### config.mk
export PLATFORM = sky130hd
export DESIGN_NAME = lutram_fifo_ctrl
export DESIGN_NICKNAME = d
export VERILOG_FILES = /design/src/rtl/lutram_fifo_ctrl.sv
export SDC_FILE = /design/constraint.sdc
export NUM_CORES = 1
export LEC_CHECK = 0
export CAP_MARGIN = 20
export CORE_ASPECT_RATIO = 0.8
export CORE_MARGIN = 2
export CORE_UTILIZATION = 40
export DETAILED_ROUTE_END_ITERATION = 7
export PLACE_DENSITY_LB_ADDON = 0.12
export SLEW_MARGIN = 20
export SYNTH_ARGS = -nofsm -noshare
export SYNTH_HDL_FRONTEND = slang
export SYNTH_SLANG_ARGS = --single-unit
### constraint.sdc
create_clock -name CLK -period 9.7 [get_ports CLK]
set_input_delay 2.91 -clock CLK [delete_from_list [all_inputs] [get_ports CLK]]
set_output_delay 2.91 -clock CLK [all_outputs]
set_load 0.05 [all_outputs]
### src/rtl/lutram_fifo_ctrl.sv
// Address/control side of a 128-deep distributed-RAM FIFO.
// One registered output word on top of the RAM gives 129 words of capacity.
module lutram_fifo_ctrl #(
   parameter int WIDTH     = 8,
   parameter int AFULL_THR = 120
) (
   input  logic             CLK,
   input  logic             RST_N,
   input  logic             S_VALID,
   output logic             S_READY,
   input  logic [WIDTH-1:0] S_DATA,
   output logic             M_VALID,
   input  logic             M_READY,
   output logic [WIDTH-1:0] M_DATA,
   output logic [7:0]       LEVEL,
   output logic             AFULL,
   output logic             RAM_WE,
   output logic [6:0]       RAM_A,
   output logic [WIDTH-1:0] RAM_D,
   output logic [6:0]       RAM_DPRA,
   input  logic [WIDTH-1:0] RAM_DPO
);

   logic [6:0] wr_ptr;
   logic [6:0] rd_ptr;
   logic [7:0] ram_cnt;
   logic       push;
   logic       load;

   // Ready depends only on registered count, never on M_READY.
   assign S_READY  = (ram_cnt != 8'd128);
   assign push     = S_VALID && S_READY && RST_N;
   assign load     = (ram_cnt != 8'd0) && (!M_VALID || M_READY);

   assign RAM_WE   = push;
   assign RAM_A    = wr_ptr;
   assign RAM_D    = S_DATA;
   assign RAM_DPRA = rd_ptr;

   assign LEVEL    = ram_cnt + {7'd0, M_VALID};
   assign AFULL    = (LEVEL >= 8'(AFULL_THR));

   always_ff @(posedge CLK) begin
      if (!RST_N) begin
         wr_ptr  <= '0;
         rd_ptr  <= '0;
         ram_cnt <= '0;
         M_VALID <= 1'b0;
         M_DATA  <= '0;
      end else begin
         if (push)
            wr_ptr <= wr_ptr + 7'd1;
         if (load) begin
            M_DATA  <= RAM_DPO;
            M_VALID <= 1'b1;
            rd_ptr  <= rd_ptr + 7'd1;
         end else if (M_VALID && M_READY) begin
            M_VALID <= 1'b0;
         end
         ram_cnt <= ram_cnt + {7'd0, push} - {7'd0, load};
      end
   end

endmodule

* Word level (Yosys, flattened, before mapping) *
Index checks and enable logic that the tools add are counted.

storage, ports and cells
  input port bits = 20
  output and inout port bits = 42
  word-level logic and storage cells = 22
  register bits after elaboration = 31

operators by class
  reductions and logical operators = 8
  mux-type cells = 2
  add/subtract/negate cells = 5
  equality and inequality tests = 1
  $lt $le $gt $ge = 1

operators by type and width
  cell                                                 number
  adder 8 x 1 -> 8 bit                                 2
  adder 7 x 1 -> 7 bit, second input constant          2
  >= comparator 8 x 7 -> 1 bit, second input constant  1
  inequality test 8 bit, second input constant         1
  nonzero test 8 bit                                   1
  subtractor 8 x 1 -> 8 bit                            1
  logical AND 1 bit                                    4
  2-to-1 mux 1 bit                                     2
  nonzero test 2 bit                                   1
  zero test 1 bit                                      1
  logical OR 1 bit                                     1

* Longest topological paths before layout *
Gate-level depths: netlist (run 1).

  word-level depth = 5
  depth in mapped cells = 14
  depth with buffers taken out = 13

* Worst setup path after synthesis (run 1) *
No wires, ideal clock.

  path kind = input to output
  start point = input RST_N
  end point = output RAM_WE
  stages = 2
  path buffers = 1
  data required time = 6.790 ns
  setup slack = 3.133 ns
  data arrival time = 3.657 ns
  cells stage by stage = clkbuf_1 and2_1

between the ends
  cells in the longest elaborated chain, start to end = 1

ends and longest elaborated chain
  item                RTL line  text
  start: declaration  8         input logic RST_N,
  logical AND 1 bit   32        assign push = S_VALID && S_READY && RST_N;
  end: declaration    17        output logic RAM_WE,

Every way passes these cells.

* Final worst setup path (run 1) *
  start point = input S_VALID
  end point = output RAM_WE

between the ends
  cells in the longest elaborated chain, start to end = 2

ends and longest elaborated chain
  item                            RTL line  text
  start: declaration              9         input logic S_VALID,
  logical AND 1 bit (2 in a row)  32

Every way passes these cells.

==> results of run 1 <==
[logic make-up (layout without fill, tap and decap cells)]
family,count (synthesis),in the layout,synth area share [%]
flops,31,31,32.1
buf+inv,32,71,8.35
mux,11,11,5.70
fa+ha+maj,22,22,14.6
xor+xnor,18,18,8.16
compound gates,29,29,14.8
simple gates,63,63,16.3
[power by group through the flow]
stage / clock network (mW) / registers (mW) / logic, mW
after floorplan: 0 / 0.226 / 0.342
after detailed placement: 0 / 0.193 / 0.474
after CTS: 0.103 / 0.190 / 0.476
after global placement: 0 / 0.193 / 0.474
final: 0.0985 / 0.189 / 0.472
after global routing: 0.108 / 0.195 / 0.515
[sequential cells by signal (all words and copies together) (netlist names)]
signal,cells
ram_cnt,8
M_DATA,8
M_VALID,1
RAM_DPRA,7
RAM_A,7
[stage by stage]
stage	power, mW	setup WS, ns	hold slack, ns	instance area [um^2]
2_1_floorplan	0.568	3.13	0.664	1930
3_3_place_gp	0.666	2.11	0.479	2360
3_5_place_dp	0.667	2.09	0.482	2360
4_1_cts	0.770	2.09	0.499	2450
5_1_grt	0.818	2.02	0.528	2450
6_report	0.760	2.10	0.495	2450
[final timing paths]
check | from | endpoint | slack, ns | depth (start not counted)
min reg2reg | M_DATA[7]$_SDFFE_PN0P_ | M_DATA[7]$_SDFFE_PN0P_ | 0.50 | 2
max reg2reg | ram_cnt[5]$_SDFF_PN0_ | ram_cnt[6]$_SDFF_PN0_ | 6.10 | 13
max | S_VALID | RAM_WE | 2.10 | 5
min | M_DATA[7]$_SDFFE_PN0P_ | M_DATA[7]$_SDFFE_PN0P_ | 0.50 | 2
[cell usage after synthesis (2+ instances only)]
cell type	instances	area (um^2)
a21oi_2	2	17.5
o31ai_1	2	15.0
nor4_1	3	18.8
a21oi_1	3	15.0
ha_1	21	263
inv_1	18	67.6
dfxtp_1	31	621
a211oi_2	7	87.6
a2111oi_2	2	30.0
nand4_1	4	25.0
a211oi_1	2	15.0
and2_1	2	12.5
xnor2_1	17	149
nor2_1	29	109
buf_4	9	67.6
nand2b_1	3	18.8
nand2_1	8	30.0
o21bai_1	2	15.0
mux2i_1	11	110
clkbuf_1	3	11.3
nand3_1	7	35.0
[worst reg2reg max path, cell delays in order, from the launching register on]
cell	delay [ns]
dfxtp_1	0.43
inv_1	0.09
ha_1	0.19
and4bb_4	0.29
a21oi_2	0.62
ha_1	0.37
inv_1	0.05
ha_1	0.18
inv_1	0.06
fa_1	0.42
nor2b_4	0.17
o311a_4	0.20
nor4_1	0.05
or3b_1	0.35
[cell type report]
class                   instances  area, um^2  area share (%)
clock buffers                   6        72.6            2.96
clock inverters                 2        12.5           0.511
inverters                      18        67.6            2.76
multi-input cells             143        1150            47.0
flip-flops and latches         31         621            25.3
well taps                      60        75.1            3.06
repair buffers                 45         450            18.4
[per-layer routing]
| layer | wire length [um] | share of wire [%] |
|---|---|---|
| met1 | 1950 | 52 |
| met2 | 1470 | 39 |
| met3 | 239 | 6.4 |
| met4 | 73 | 2.0 |
| met5 | 0 | 0 |
==> impl_metrics.toml, run 1 <==
[sta]
tns_ns = 0
fin_crit_sh_pct = 78.3
fin_skew_ns = 0.00209
slew_violations = 0
finalSetupViolCount = 0
relSlewSlack_pct = 38.8
worst-slew-pin-transition_ns = 0.917
period_needed_ns = 7.60
rsz0062_at_grt = "false"
finalHoldViolations = 0
fmax_mhz = 132

[setup_path]
cp_data_required_time_ns = 6.79
cp.buffers_inverters = 3
cp-start-kind = "input port"
cp_max_fo = 4
max_stage_delay_ns = 0.82
path_cells = "clkdlybuf4s50_1, inv_1, a21oi_2, and2_1, clkdlybuf4s50_1"
critPathCaptureType = "output port"
crit_slowest_cell = "clkdlybuf4s50_1"
arrival_ns = 4.69
worst-setup-path-type = "in -> out"
cp_common_cell = "clkdlybuf4s50_1"
critical_path.top_delay_family = "buffers and inverters"

[synth]
seq_area_frac_synth_pct = 32.1
synthFlopType = "dfxtp_1"
synthesis.area_um2 = 1930
ys_warn_count = 0
async_flop_share_pct = 0
synth_edf_count = 0
synth_nets = 248
syn-mean-instance-area_um2 = 9.38
synthCells = 206
yosysUniqueCellTypes = 41
synth-seq-cells = 31

[cts]
clkSinkCount = 31
cts_setup_buffers = 0
path_clk_slew_ns = 0.06
cts_buffers = 5
postCtsHoldBufs = 0
cts_max_path_buffers = 2
cts_tree = "done"
cts_resized = 0
clockRootBuffer = "clkbuf_8"
htree_levels = 2
insertion_delay_ns = 0.28

[cells_and_area]
instances_no_fill = 305
syn_to_final_growth_pct = 26.7
fillers = 439
antennaDiodeCount = 0
fin_util_pct = 53.0
nets = 286
final_cell_mix = "clkdlybuf4s50_1, dfxtp_1, nor2_1"
drive_gt1_share_pct = 9.39
final_common_cell = "clkdlybuf4s50_1"

[detailed_routing]
first_pass_iters = 4
wl_um = 3730
drc = 0
drtIter0Drc = 125
postRouteAntennaNets = 0
dr_total_vias = 1482
viasPerCell = 4.86
wl_per_cell_um = 12.2

[global_route]
overflow = 0
gr-usage-met1_pct = 21.1
antenna_found_initial = 0
use_met2_pct = 20.6
grtUsageTotal_pct = 15.0
grt_pass1_wl_um = 6170
grt_max_degree = 30
top_usage_layer = "met1"
met3_usage_pct = 4.64
grt_pass1_vias = 1337

[placed_design]
place.gp.congestion = 0.794
dp.final_hpwl_um = 2700
port_buffers = 45
place_inst = 297

[die]
coreArea_um2 = 4620
num_rows = 22
die_area_um2 = 5410
start_util_pct = 41.8
die_w_um = 81.7
io_pins = 62
die_y_um = 66.2

[worst_hold_path]
hold_class = "reg -> reg"

[pwr]
swShare_pct = 48.1
peakVddDrop_mv = 0.180
p_leak_nw = 0.988
comb_power_share_pct = 62.1
pwr-share-clk_pct = 13.0
switchingPower_mw = 0.366
powerDensity_nw_per_um2 = 310
pwr-share-seq_pct = 24.9
power.internal_mw = 0.395

[flow_run]
max-cap-violations = 0

[run_status]
status = "completed"
No activity file was read; power rests on OpenSTA's default activity.
==> inputs of run 2 (changes only) <==
==> constraint.sdc (replaced) <==
create_clock -name CLK -period 6.3 [get_ports CLK]
set_input_delay 1.89 -clock CLK [delete_from_list [all_inputs] [get_ports CLK]]
set_output_delay 1.89 -clock CLK [all_outputs]
set_load 0.05 [all_outputs]
==> run 2 against run 1 <==
  * Worst hold slack better by 0.0011 ns
  * Combinational power is 56% higher
  * Total power is 55% higher
  * Non-clock buffer count is 2 higher
  * Cell count is 0.66% higher
  * Critical endpoint unchanged
  * Clock-buffer cell count is 1 higher
  * Largest power group unchanged
  * Routed wire length is 3.1% higher
  * Clock skew is 0.0049 ns higher
  * Via count stayed put
==> impl_metrics.toml, run 2 (synthesis results as in run 1) <==
[die]
die_w_um = 81.7
die_y_um = 66.2
coreArea_um2 = 4620
num_rows = 22
die_area_um2 = 5410
io_pins = 62
start_util_pct = 41.8

[setup_path]
cp-start-kind = "input port"
cp.buffers_inverters = 3
critical_path.top_delay_family = "buffers and inverters"
worstReg2RegStart = "ram_cnt[4]$_SDFF_PN0_"
cp_common_cell = "clkdlybuf4s50_1"
max_stage_delay_ns = 0.82
critPathCaptureType = "output port"
cp_max_fo = 4
cp_data_required_time_ns = 4.41
crit_slowest_cell = "clkdlybuf4s50_1"
startpoint = "S_VALID"
worst-setup-path-type = "in -> out"
arrival_ns = 3.69
path_cells = "clkdlybuf4s50_1, inv_1, a21oi_2, and2_1, clkdlybuf4s50_1"

[cts]
insertion_delay_ns = 0.28
cts_buffers = 5
clkSinkCount = 31
postCtsHoldBufs = 0
cts_max_path_buffers = 2
path_clk_slew_ns = 0.06
clockRootBuffer = "clkbuf_8"
cts_resized = 0
htree_levels = 2
cts_setup_buffers = 0
cts_tree = "done"

[detailed_routing]
first_pass_iters = 4
wl_per_cell_um = 12.5
postRouteAntennaNets = 0
drc = 0
dr_total_vias = 1482
wl_um = 3840
drtIter0Drc = 67
viasPerCell = 4.83

[sta]
fin_crit_sh_pct = 88.5
relSlewSlack_pct = 36.9
finalSetupViolCount = 0
fmax_mhz = 179
slew_violations = 0
fin_skew_ns = 0.00699
period_needed_ns = 5.58
rsz0062_at_grt = "false"
worst_slack_ns = 0.724
worst-slew-pin-transition_ns = 0.945
finalHoldViolations = 0
tns_ns = 0

[pwr]
comb_power_share_pct = 62.6
switchingPower_mw = 0.565
pwr-share-clk_pct = 12.6
pwr-share-seq_pct = 24.7
power.internal_mw = 0.612
swShare_pct = 48.0
p_leak_nw = 0.999
powerDensity_nw_per_um2 = 478
peakVddDrop_mv = 0.312

[worst_hold_path]
hold_class = "reg -> reg"
worstHoldStart = "M_DATA[5]$_SDFFE_PN0P_"

[cells_and_area]
fillers = 451
antennaDiodeCount = 0
final_common_cell = "clkdlybuf4s50_1"
top_regs = "M_DATA: 8 flops, ram_cnt: 8 flops"
final_cell_area_um2 = 2460
nets = 288
final_cell_mix = "clkdlybuf4s50_1, dfxtp_1, nor2_1"
drive_gt1_share_pct = 9.72
syn_to_final_growth_pct = 27.3

[global_route]
grt_pass1_wl_um = 6530
grt_pass1_vias = 1443
grt_max_degree = 30
antenna_found_initial = 0
grtUsageTotal_pct = 15.6
overflow = 0

[placed_design]
place.gp.congestion = 0.828
port_buffers = 45
dp.final_hpwl_um = 2780
post-place-ws_ns = 0.740
place_area_um2 = 2380

[flow_run]
max-cap-violations = 0

[run_status]
status = "completed"
[run 2: cell types whose count changed in the layout (fill, tap and decap cells not counted)]
cell        change
clkinvlp_4      -1
buf_4           +2
clkbuf_1        +1
[run 2: layer usage]
metal | vias up | part of all wire [%] | track usage, %
met1 | 665 | 53 | 22.2
met2 | 32 | 40 | 21.6
met5 | - | 0 | 0
li1 | 777 | - | -
met4 | 0 | 1.2 | 5.83
met3 | 8 | 6.1 | 5.05
[run 2: cell type report]
| cell class | instances | area, um^2 | share of cell area, % |
|---|---|---|---|
| multi-input combinational | 143 | 1150 | 46.8 |
| sequential | 31 | 621 | 25.2 |
| timing repair buffer | 47 | 465 | 18.9 |
| clock buffer | 7 | 76.3 | 3.10 |
| tap | 60 | 75.1 | 3.05 |
| inverter | 18 | 67.6 | 2.75 |
| clock inverter | 1 | 5.00 | 0.203 |
[run 2: metrics by stage]
stage | hold slack [ns] | utilization [%] | power, mW | instances
CTS | 0.500 | 53.2 | 1.19 | 307
finish | 0.496 | 53.2 | 1.18 | 307
global route | 0.545 | 53.2 | 1.27 | 307
detailed placement | 0.485 | 51.5 | 1.03 | 299
global placement | 0.475 | 51.5 | 1.03 | 299
floorplan | 0.664 | - | 0.874 | 206
[run 2: worst paths after layout]
check	depth (start not counted)	endpoint	slack (ns)
worst max register to register	14	ram_cnt[6]$_SDFF_PN0_	3.05
worst min register to register	2	M_DATA[5]$_SDFFE_PN0P_	0.50
worst max-delay path	5	RAM_WE	0.72
worst min-delay path	2	M_DATA[5]$_SDFFE_PN0P_	0.50
[run 2: power groups by stage]
stage               Clock [mW]  Combinational [mW]  Sequential [mW]
floorplan                    0               0.527            0.348
global placement             0               0.734            0.297
detailed placement           0               0.738            0.296
CTS                      0.155               0.741            0.292
global route             0.165               0.810            0.299
finish                   0.149               0.737            0.291
[run 2: worst register-to-register path: cells and delay by family, from the launching register on]
kind,cells,cell delay [ns]
buffers and inverters,4,0.44
flip-flops,1,0.43
AND/OR/NAND/NOR,4,0.85
adder cells (fa/ha/maj),4,1.07
AO/OA/AOI/OAI,2,0.35
==> inputs of run 3 (changes only) <==
--- a/config.mk
+++ b/config.mk
@@ -5,7 +5,6 @@
 export SDC_FILE = /design/constraint.sdc
 export NUM_CORES = 1
 export LEC_CHECK = 0
-export CAP_MARGIN = 20
 export CORE_ASPECT_RATIO = 0.8
 export CORE_MARGIN = 2
 export CORE_UTILIZATION = 40
==> results of run 3 <==
Same layout as run 2: the final DEF is identical, and so are final timing and power.
==> patch (settings of run 3) <==
Change the parameter `WIDTH` from 8 to 12.
--- a/src/rtl/lutram_fifo_ctrl.sv
+++ b/src/rtl/lutram_fifo_ctrl.sv
@@ -2,5 +2,5 @@
 // One registered output word on top of the RAM gives 129 words of capacity.
 module lutram_fifo_ctrl #(
-   parameter int WIDTH     = 8,
+   parameter int WIDTH     = 12,
    parameter int AFULL_THR = 120
 ) (
Interface: changed (resized M_DATA, RAM_D, RAM_DPO and S_DATA); port bits go from 62 to 78. The function was not compared with the original's and may differ.
==> patch against run 3 <==
Non-clock buffer count increased by 8. Setup slack got worse by 0.0062 ns. First-iteration DRC count decreased by 19%. Fmax decreased by 0.11%. Sequential cell count increased by 4. Synthesized area increased by 8.2%. Wire length increased by 9.5%. Count of clock-buffer cells in the layout decreased by 2. Synthesized cell count increased by 9.2%. Design area increased by 7.8%. Total power increased by 3.1%. Critical endpoint unchanged. Highest routed layer unchanged.
==> patch: results (changes against run 3) <==
synth_cell_type_count: 39  # -4.9%
post_drt_via_cell_ratio: 4.91  # +1.8%
num_antenna_cells: 0  # unchanged
grt_util_all_layers: 0.155  # -0.00110
cts_made_buffers: 5  # unchanged
fin_worst_skew_ns: 0.00409  # -0.00291 ns
clock-root-buffer: "sky130_fd_sc_hd__clkbuf_8"
rrSetupSlack_ns: 2.76  # -0.29 ns
first_iter_violations: 54  # -19%
drt-wirelength-per-cell_um: 12.8  # +2.2%
drt_wl_total_um: 4210  # +9.5%
synth-warning-count: 0  # unchanged
final_layout_size_suffix_gt1_frac: 0.0749  # -0.0223
worst-slew-pin-transition_ns: 0.756  # -0.189 ns
cts_max_path_buffers: 2  # unchanged
leakage_power_nw: 1.08  # +8.1%
postSynthNetCount: 275  # +11%
count_of_input_and_output_buffers: 53  # +18%
timing.reg2reg.worst_path_depth: 13  # -1
critical_path.slowest_cell: "sky130_fd_sc_hd__clkdlybuf4s50_1"
timing.hold.ws_ns: 0.491  # -0.00482 ns
hold_path_depth: 2  # unchanged
r2r-start: "ram_cnt[3]$_SDFF_PN0_"
synth_seq_area_share: 0.335  # +0.0141
drt_first_pass_iters: 4  # unchanged
run_status: "completed"
worst_ir_drop_vdd_mv: 0.238  # -24%
detailed_place.area_um2: 2580  # +8.3%
detailed_place_hpwl_um: 3110  # +12%
antenna_found_initial: 0  # unchanged
worst_hold_start: "M_DATA[9]$_SDFFE_PN0P_"
place_congestion: 0.746  # -9.9%
grt_first_pass_wirelength_um: 7150  # +9.5%
number_of_global_route_vias_before_repair: 1550  # +7.4%
ys_top_cells_by_area: "sky130_fd_sc_hd__dfxtp_1 (34%), sky130_fd_sc_hd__ha_1 (13%), sky130_fd_sc_hd__mux2i_1 (7.7%)"
timing.critical_path.arrival_ns: 3.69  # about the same
finish.net_count: 318  # +10%
synth_common_cells: "sky130_fd_sc_hd__dfxtp_1 (35), sky130_fd_sc_hd__nor2_1 (32), sky130_fd_sc_hd__ha_1 (21), sky130_fd_sc_hd__inv_1 (17)"
post_synth.cell_area_avg_um2: 9.29  # -0.98%
timing.hold.worst_endpoint: "M_DATA[9]$_SDFFE_PN0P_"
nFillCells: 491  # +8.9%
top_flop_regs: "M_DATA x12, ram_cnt x8"
grt_start_max_net_pins: 36  # +20%
-- patch: changes by cell type after synthesis, sizes merged, moves of 2 or more --
cell / delta
and3: +2
o31ai: -2
nor3: +2
nand3: +3
mux2i: +5
dfxtp: +4
a211oi: -2
nor2: +3
buf: +5
-- patch: where the power goes --
group          switching (mW)  total [mW]  internal, mW
clock network          0.0800       0.153        0.0734
logic                   0.457       0.738         0.282
registers              0.0524       0.322         0.270
-- patch: layout make-up --
class                   instances  share of cell area
inverters                      18              0.0255
well taps                      62              0.0292
flip-flops and latches         35               0.264
clock inverters                 1             0.00283
repair buffers                 55               0.206
clock buffers                   5              0.0259
multi-input cells             153               0.447
-- patch: worst max-delay path, delay by kind of cell --
family | cells | cell delay, ns
buffers and inverters | 3 | 1.41
AOI/OAI and AO/OA | 1 | 0.19
and+or+nand+nor | 1 | 0.19
-- patch: worst max-delay path by stage --
stage | start | slack [ns] | cells after the start | endpoint
floorplan | M_VALID$_SDFFE_PN0P_ | 1.75 | 5 | AFULL
global placement | S_VALID | 0.71 | 5 | RAM_WE
detailed placement | S_VALID | 0.73 | 5 | RAM_WE
CTS | S_VALID | 0.71 | 5 | RAM_WE
global route | S_VALID | 0.67 | 5 | RAM_WE
finish | S_VALID | 0.72 | 5 | RAM_WE
-- patch: through the flow --
| stage | setup slack (ns) | util |
|---|---|---|
| final | 0.718 | 0.527 |
| after global routing | 0.668 | 0.527 |
| after CTS | 0.714 | 0.527 |
| after detailed placement | 0.733 | 0.512 |
| after global placement | 0.715 | 0.512 |
| after floorplan | 1.75 | - |
-- patch: cells by family after synthesis --
group | after synthesis | share of synthesized area
AOI/OAI and AO/OA | 24 | 0.111
xor gates and xnor gates | 18 | 0.0754
adders and majority gates | 22 | 0.135
buffers and inverters | 37 | 0.0981
DFF | 35 | 0.335
muxes | 16 | 0.0766
and+or+nand+nor | 73 | 0.168
-- patch: routing by layer --
| metal | track usage | share of wire | up-vias |
|---|---|---|---|
| met2 | 0.248 | 0.44 | 36 |
| met5 | 0 | 0 | - |
| met3 | 0.0488 | 0.053 | 4 |
| met1 | 0.206 | 0.51 | 744 |
| li1 | - | - | 832 |
| met4 | 0.0377 | 0.0050 | 0 |
